$ cat src/rtl/cipher_byte_loader.sv
// cipher_byte_loader: assembles a serial byte stream into a 64-bit key and a
// 64-bit plaintext block, then holds both for the cipher until it is consumed.
// Optional feature macro: CIPHER_KEY_REUSE_EN. When it is defined, asserting
// reuse_key at the output handshake keeps the current key, so the next block
// needs only 8 plaintext bytes.
//
//   state    | meaning
//   LOAD_KEY | accepting 8 key bytes
//   LOAD_PT  | accepting 8 plaintext bytes
//   HOLD     | block complete, out_valid high, waiting for out_ready
module cipher_byte_loader #(
  parameter int MSB_FIRST = 1
) (
  input  logic        clk,
  input  logic        rst,
  input  logic        in_valid,
  input  logic [7:0]  in_data,
  output logic        in_ready,
  input  logic        reuse_key,
  output logic        out_valid,
  output logic [63:0] out_ptext,
  output logic [63:0] out_key,
  input  logic        out_ready
);

  typedef enum logic [1:0] {
    LOAD_KEY = 2'd0,
    LOAD_PT  = 2'd1,
    HOLD     = 2'd2
  } state_t;

  state_t      state, state_nxt;
  logic [2:0]  cnt, cnt_nxt;
  logic        accept;
  logic        key_shift;
  logic        pt_shift;
  logic        reuse_sel;
  logic [63:0] key_q;
  logic [63:0] ptext_q;

`ifdef CIPHER_KEY_REUSE_EN
  assign reuse_sel = reuse_key;
`else
  logic unused_reuse_key;
  assign unused_reuse_key = reuse_key;
  assign reuse_sel        = 1'b0;
`endif

  // Byte order: MSB_FIRST=1 shifts left so the first byte ends in [63:56];
  // MSB_FIRST=0 shifts right so the first byte ends in [7:0].
  function automatic logic [63:0] shift_in(input logic [63:0] r, input logic [7:0] b);
    if (MSB_FIRST != 0) shift_in = {r[55:0], b};
    else                shift_in = {b, r[63:8]};
  endfunction

  // in_ready is a registered decode, so acceptance never depends on out_ready.
  assign accept = in_valid & in_ready;

  // Next-state, byte counter and shift enables.
  always_comb begin
    state_nxt = state;
    cnt_nxt   = cnt;
    key_shift = 1'b0;
    pt_shift  = 1'b0;
    case (state)
      LOAD_KEY: begin
        if (accept) begin
          key_shift = 1'b1;
          if (cnt == 3'd7) begin
            cnt_nxt   = 3'd0;
            state_nxt = LOAD_PT;
          end else begin
            cnt_nxt = cnt + 3'd1;
          end
        end
      end
      LOAD_PT: begin
        if (accept) begin
          pt_shift = 1'b1;
          if (cnt == 3'd7) begin
            cnt_nxt   = 3'd0;
            state_nxt = HOLD;
          end else begin
            cnt_nxt = cnt + 3'd1;
          end
        end
      end
      HOLD: begin
        if (out_ready) begin
          cnt_nxt   = 3'd0;
          state_nxt = reuse_sel ? LOAD_PT : LOAD_KEY;
        end
      end
      default: begin
        cnt_nxt   = 3'd0;
        state_nxt = LOAD_KEY;
      end
    endcase
  end

  // State, counter, data registers and registered handshake flags.
  always_ff @(posedge clk) begin
    if (rst) begin
      state     <= LOAD_KEY;
      cnt       <= 3'd0;
      key_q     <= 64'd0;
      ptext_q   <= 64'd0;
      in_ready  <= 1'b0;
      out_valid <= 1'b0;
    end else begin
      state     <= state_nxt;
      cnt       <= cnt_nxt;
      if (key_shift) key_q   <= shift_in(key_q, in_data);
      if (pt_shift)  ptext_q <= shift_in(ptext_q, in_data);
      in_ready  <= (state_nxt != HOLD);
      out_valid <= (state_nxt == HOLD);
    end
  end

  assign out_key   = key_q;
  assign out_ptext = ptext_q;

endmodule
$ cat config.mk
export PLATFORM = sky130hd
export DESIGN_NAME = cipher_byte_loader
export DESIGN_NICKNAME = d
export VERILOG_FILES = /design/src/rtl/cipher_byte_loader.sv
export SDC_FILE = /design/constraint.sdc
export NUM_CORES = 1
export LEC_CHECK = 0
export CORE_MARGIN = 5
export CORE_UTILIZATION = 45
export DETAILED_ROUTE_END_ITERATION = 10
export PLACE_DENSITY_LB_ADDON = 0.12
export SLEW_MARGIN = 30
export SYNTH_ARGS = -nofsm -noshare
export SYNTH_HDL_FRONTEND = slang
export SYNTH_SLANG_ARGS = --single-unit
$ cat constraint.sdc
create_clock -name clk -period 1.51 [get_ports clk]
set_clock_uncertainty 0.1 [all_clocks]
set_input_delay 0.2265 -clock clk [delete_from_list [all_inputs] [get_ports clk]]
set_output_delay 0.2265 -clock clk [all_outputs]
set_load 0.005 [all_outputs]
# Word-level counts from Yosys, hierarchy flattened
# Index checks and enable logic that the tools add are counted.
word_totals:
  ff_bits: 135
  wordCells: 31
  output_inout_bits: 130
  in_bits: 13
op_classes:
  n_reduce_logical: 3
  eq_ne: 7
  mux: 13
  add_sub_neg: 1
  bitwise_logic: 1
op_table:
  columns: ["op", "count"]
  rows:
  - ["2-bit two-way mux", 5]
  - ["3-bit two-way mux", 3]
  - ["2-bit one-hot mux with 3 select lines", 1]
  - ["3-bit one-hot mux with 2 select lines", 1]
  - ["2-bit equality test, second input constant", 2]
  - ["2-bit != test, second input constant", 2]
  - ["3-bit by 1-bit adder with 3-bit output, second input constant", 1]
  - ["3-bit equality test, second input constant", 1]
  - ["1-bit two-way mux", 3]
  - ["2-bit by 1-bit equality test with 1-bit output, second input constant", 1]
  - ["2-bit zero test", 1]
  - ["2-bit by 1-bit != test with 1-bit output, second input constant", 1]
  - ["2-bit AND reduction", 1]
  - ["2-bit OR reduction", 1]
  - ["1-bit AND", 1]

# Depth between registers and ports, before layout
logic_depth:
  ltp_word: 5
  depth_mapped: 5
  ltp_nobuf: 5

# Least setup slack after synthesis
# Ideal clock, no wire load.
synth_path:
  kind: "register to register"
  from: "register in_ready"
  to: "register ptext_q[13], in the netlist out_ptext[13]"
  n_path_buf: 2
  setup_time_ns: 0.070
  arrival_time_ns: 1.056
  slack_ns: 0.284
  period_less_slack_ns: 1.226
  path_stages_with_launch: 6
  required_time_ns: 1.340
  path_cell_list: "dfxtp_1 -> and4b_1 -> buf_6 -> buf_6 -> nand2_1 -> a21oi_1"
synth_between:
  elab_chain_len: 3
synth_rtl:
  columns: ["item", "line_no", "source"]
  rows:
  - ["start, declared", "18", "output logic in_ready,"]
  - ["start signal, assigned", "115", "in_ready <= (state_nxt != HOLD);"]
  - ["1-bit AND", "57", "assign accept = in_valid & in_ready;"]
  - ["1-bit two-way mux", "78", "if (accept) begin"]
  - ["1-bit two-way mux", "65", "case (state)"]
  - ["end signal, assigned", "114", "if (pt_shift) ptext_q <= shift_in(ptext_q, in_data);"]
  - ["end, declared", "39", "logic [63:0] ptext_q;"]
# Every way passes these cells.
# A chain may end at the register's enable or synchronous reset.

# Final worst setup path
layout_path:
  from: "register key_q[16], in the netlist out_key[16]"
  to: "output out_key[16]"
layout_rtl:
  columns: ["item", "line_no", "source"]
  rows:
  - ["start, declared", "38", "logic [63:0] key_q;"]
  - ["start signal, assigned", "113", "if (key_shift) key_q <= shift_in(key_q, in_data);"]
  - ["end, declared", "22", "output logic [63:0] out_key,"]
# No word-level cell between the ends.

==> impl_metrics.env <==
export IMPL_h_tree_depth=4
export IMPL_critPathLaunchType="register"
export IMPL_antenna_found_initial=0
export IMPL_slew_violations=0
export IMPL_critPathArrivalTime_ns=1.14
export IMPL_clk_latency_ns=0.52
export IMPL_crit_type="reg2out"
export IMPL_seq_area_frac_synth_pct=56.74
export IMPL_portBuffers=141
export IMPL_p_leak_nw=2.883
export IMPL_ctsRootBufferMaster="clkbuf_8"
export IMPL_routedWlPerCell_um=13.88
export IMPL_coreArea_um2=10320
export IMPL_path_max_fanout=3
export IMPL_die_y_um=112.9
export IMPL_dr_pass1_iters=5
export IMPL_tightest_slew_ns=0.3136
export IMPL_rsz0062_at_grt="false"
export IMPL_reg2reg_depth=4
export IMPL_viasPerCell=4.864
export IMPL_dp_slack_ns=-0.2090
export IMPL_hold_end="out_ptext[0]$_SDFFE_PP0P_"
export IMPL_worstReg2RegEnd="out_key[35]$_SDFFE_PP0P_"
export IMPL_synth_seq_cells=135
export IMPL_drtIter0Drc=261
export IMPL_crit_chain="dlygate4sd2_1"
export IMPL_syn_area_um2=4763
export IMPL_top_level_ports=143
export IMPL_status="complete, no violations"
export IMPL_min_period_ns=1.464
export IMPL_cp_top_family="flip-flops"
export IMPL_placed_area_um2=6281
export IMPL_syn_num_nets=603
export IMPL_ir_worst_vdd_v=0.0008951
export IMPL_hold_depth=3
export IMPL_grtUsageTotal_pct=19.10
export IMPL_fin_ws_ns=0.04650
export IMPL_synth_warnings=0
export IMPL_hold_class="in2reg"
export IMPL_max_slew_margin_pct=79.09
export IMPL_globalRouteOverflowTotal=0
export IMPL_setup_viol=0
export IMPL_grt_pass1_vias=4028
export IMPL_fillers=982
export IMPL_rr_startpoint="state[1]$_SDFF_PP0_"
export IMPL_dr_total_vias=4241
export IMPL_pwr_density_cell_nw_per_um2=1159
export IMPL_synth_distinct_cells=21
export IMPL_path_clk_slew_ns=0.06
export IMPL_syn2layout_area_growth_pct=43.37
export IMPL_design_area_um2=6829
export IMPL_max_stage_delay_ns=0.35
export IMPL_cts_tree="done"
export IMPL_finalNetCount=738
export IMPL_holdWs_ns=0.1827
export IMPL_hold_violations=0
export IMPL_dp_hpwl_um=8198
export IMPL_route_detailed_drc=0
export IMPL_rrSetupSlack_ns=0.13
export IMPL_wirelength_um=12110
export IMPL_antenna_left=0
export IMPL_maxCapViolCount=0
export IMPL_final_layout_size_suffix_gt1_share_pct=16.44
export IMPL_dieArea_um2=12740
export IMPL_numCtsBuffers=17
export IMPL_endpoint_kind="output port"
export IMPL_antennaDiodeCount=0
export IMPL_clkSinkCount=135
export IMPL_synth_cells=588
export IMPL_cpMaxStageDelayCell="dfxtp_1"
export IMPL_grt_pass1_wl_um=19750
export IMPL_worst_path_buf_inv=1
export IMPL_clk_path_buf_depth=2
export IMPL_die_w_um=112.9
export IMPL_max_freq_mhz=683.3
export IMPL_worst_ep_required_time_ns=1.18
export IMPL_rows=37
export IMPL_avgSynthCellArea_um2=8.101
export IMPL_grt_max_degree=65
export IMPL_routabilityCongestion=0.8000
export IMPL_worstHoldStart="in_data[0]"
export IMPL_initial_core_util_pct=46.14
export IMPL_finalCritPeriodShare_pct=96.92
==> synthesized netlist by cell type <==
| library cell | number | share of area [%] |
|---|---|---|
| nand4b_1 | 1 | 0.18 |
| a21oi_1 | 132 | 14 |
| ha_1 | 2 | 0.53 |
| and4bb_1 | 1 | 0.26 |
| xor2_1 | 1 | 0.18 |
| nor3_1 | 1 | 0.10 |
| nor3b_1 | 1 | 0.16 |
| and4b_1 | 1 | 0.21 |
| a21oi_2 | 1 | 0.18 |
| buf_4 | 3 | 0.47 |
| clkbuf_1 | 11 | 0.87 |
| buf_6 | 12 | 2.8 |
| nand2_1 | 259 | 20 |
| nand3_1 | 1 | 0.10 |
| nor2b_1 | 1 | 0.13 |
| o21ai_0 | 3 | 0.32 |
| nor2_1 | 3 | 0.24 |
| and3b_1 | 1 | 0.18 |
| buf_2 | 17 | 1.8 |
| nand4bb_1 | 1 | 0.24 |
| dfxtp_1 | 135 | 57 |
==> cell type report <==
cell class	instances	area, um^2	area share, %
clock buffers	17	414.1	6.064
clock inverters	15	180.2	2.638
multi-input cells	410	1799	26.35
flip-flops and latches	135	2780	40.71
well taps	136	170.2	2.492
repair buffers	159	1485	21.75
==> kinds of logic (layout without fill, tap and decap cells) <==
logic type      after synthesis  in the layout  share of synthesized area (%)
flops                       135            135                          56.74
simple gates                271            271                          22.22
compound gates              136            136                          14.37
buf+inv                      43            191                          5.963
fa+ha+maj                     2              2                         0.5253
xor+xnor                      1              1                         0.1839
==> how the worst max path moves through the flow <==
stage                             start                    endpoint  slack [ns]  depth (start not counted)
6_report       out_key[16]$_SDFFE_PP0P_                 out_key[16]        0.05                          1
4_1_cts        out_key[53]$_SDFFE_PP0P_                 out_key[53]       0.007                          1
5_1_grt        out_key[41]$_SDFFE_PP0P_                 out_key[41]      0.0002                          1
2_1_floorplan       in_ready$_SDFF_PP0_  out_ptext[13]$_SDFFE_PP0P_        0.28                          5
3_5_place_dp                   in_valid  out_ptext[47]$_SDFFE_PP0P_       -0.21                          6
3_3_place_gp                   in_valid         in_ready$_SDFF_PP0_       -0.16                          5
==> per-stage QoR <==
stage	cells	TNS [ns]	power [mW]	util [%]
2_1_floorplan	588	0	3.810	-
4_1_cts	872	0	7.982	65.98
3_3_place_gp	836	-16.89	3.922	60.84
3_5_place_dp	836	-22.19	3.926	60.84
5_1_grt	872	0	8.188	66.15
6_report	872	0	7.913	66.15
==> where the power goes <==
group	total, mW	internal, mW	switching [mW]
combinational	0.241	0.0941	0.147
sequential	3.60	3.58	0.0153
clock	4.07	2.52	1.56
==> flip-flops by register name, summed over array words and instances, names as in the netlist <==
name / flops
cnt: 3
state: 2
out_ptext: 64
in_ready: 1
out_key: 64
out_valid: 1
==> cells in the final DEF, fill, tap and decap left out, drive strengths merged <==
master,n
a21oi,133
and3b,1
and4b,1
and4bb,1
buf,18
bufinv,3
clkbuf,21
clkdlybuf4s15,13
clkdlybuf4s50,10
clkinv,5
clkinvlp,6
dfxtp,135
dlygate4sd2,113
dlygate4sd3,1
ha,2
inv,1
nand2,259
nand3,1
nand4b,1
nand4bb,1
nor2,3
nor2b,1
nor3,1
nor3b,1
o21ai,3
xor2,1
==> layer usage <==
layer | part of all wire, % | vias up | track usage (%)
li1 | - | 2168 | -
met1 | 43 | 1942 | 23.91
met2 | 49 | 117 | 30.29
met3 | 7.3 | 14 | 7.273
met4 | 1.1 | 0 | 6.490
met5 | 0 | - | 0
==> repair_timing <==
item | in CTS | in global routing
gates resized for setup | 183 | 31
endpoints found under the setup margin | 130 | 36
endpoints found under the hold margin | 17 | 0
hold buffers | 1 | 0
buffers inserted | 3 | 0
No activity file was read; power rests on OpenSTA's default activity.
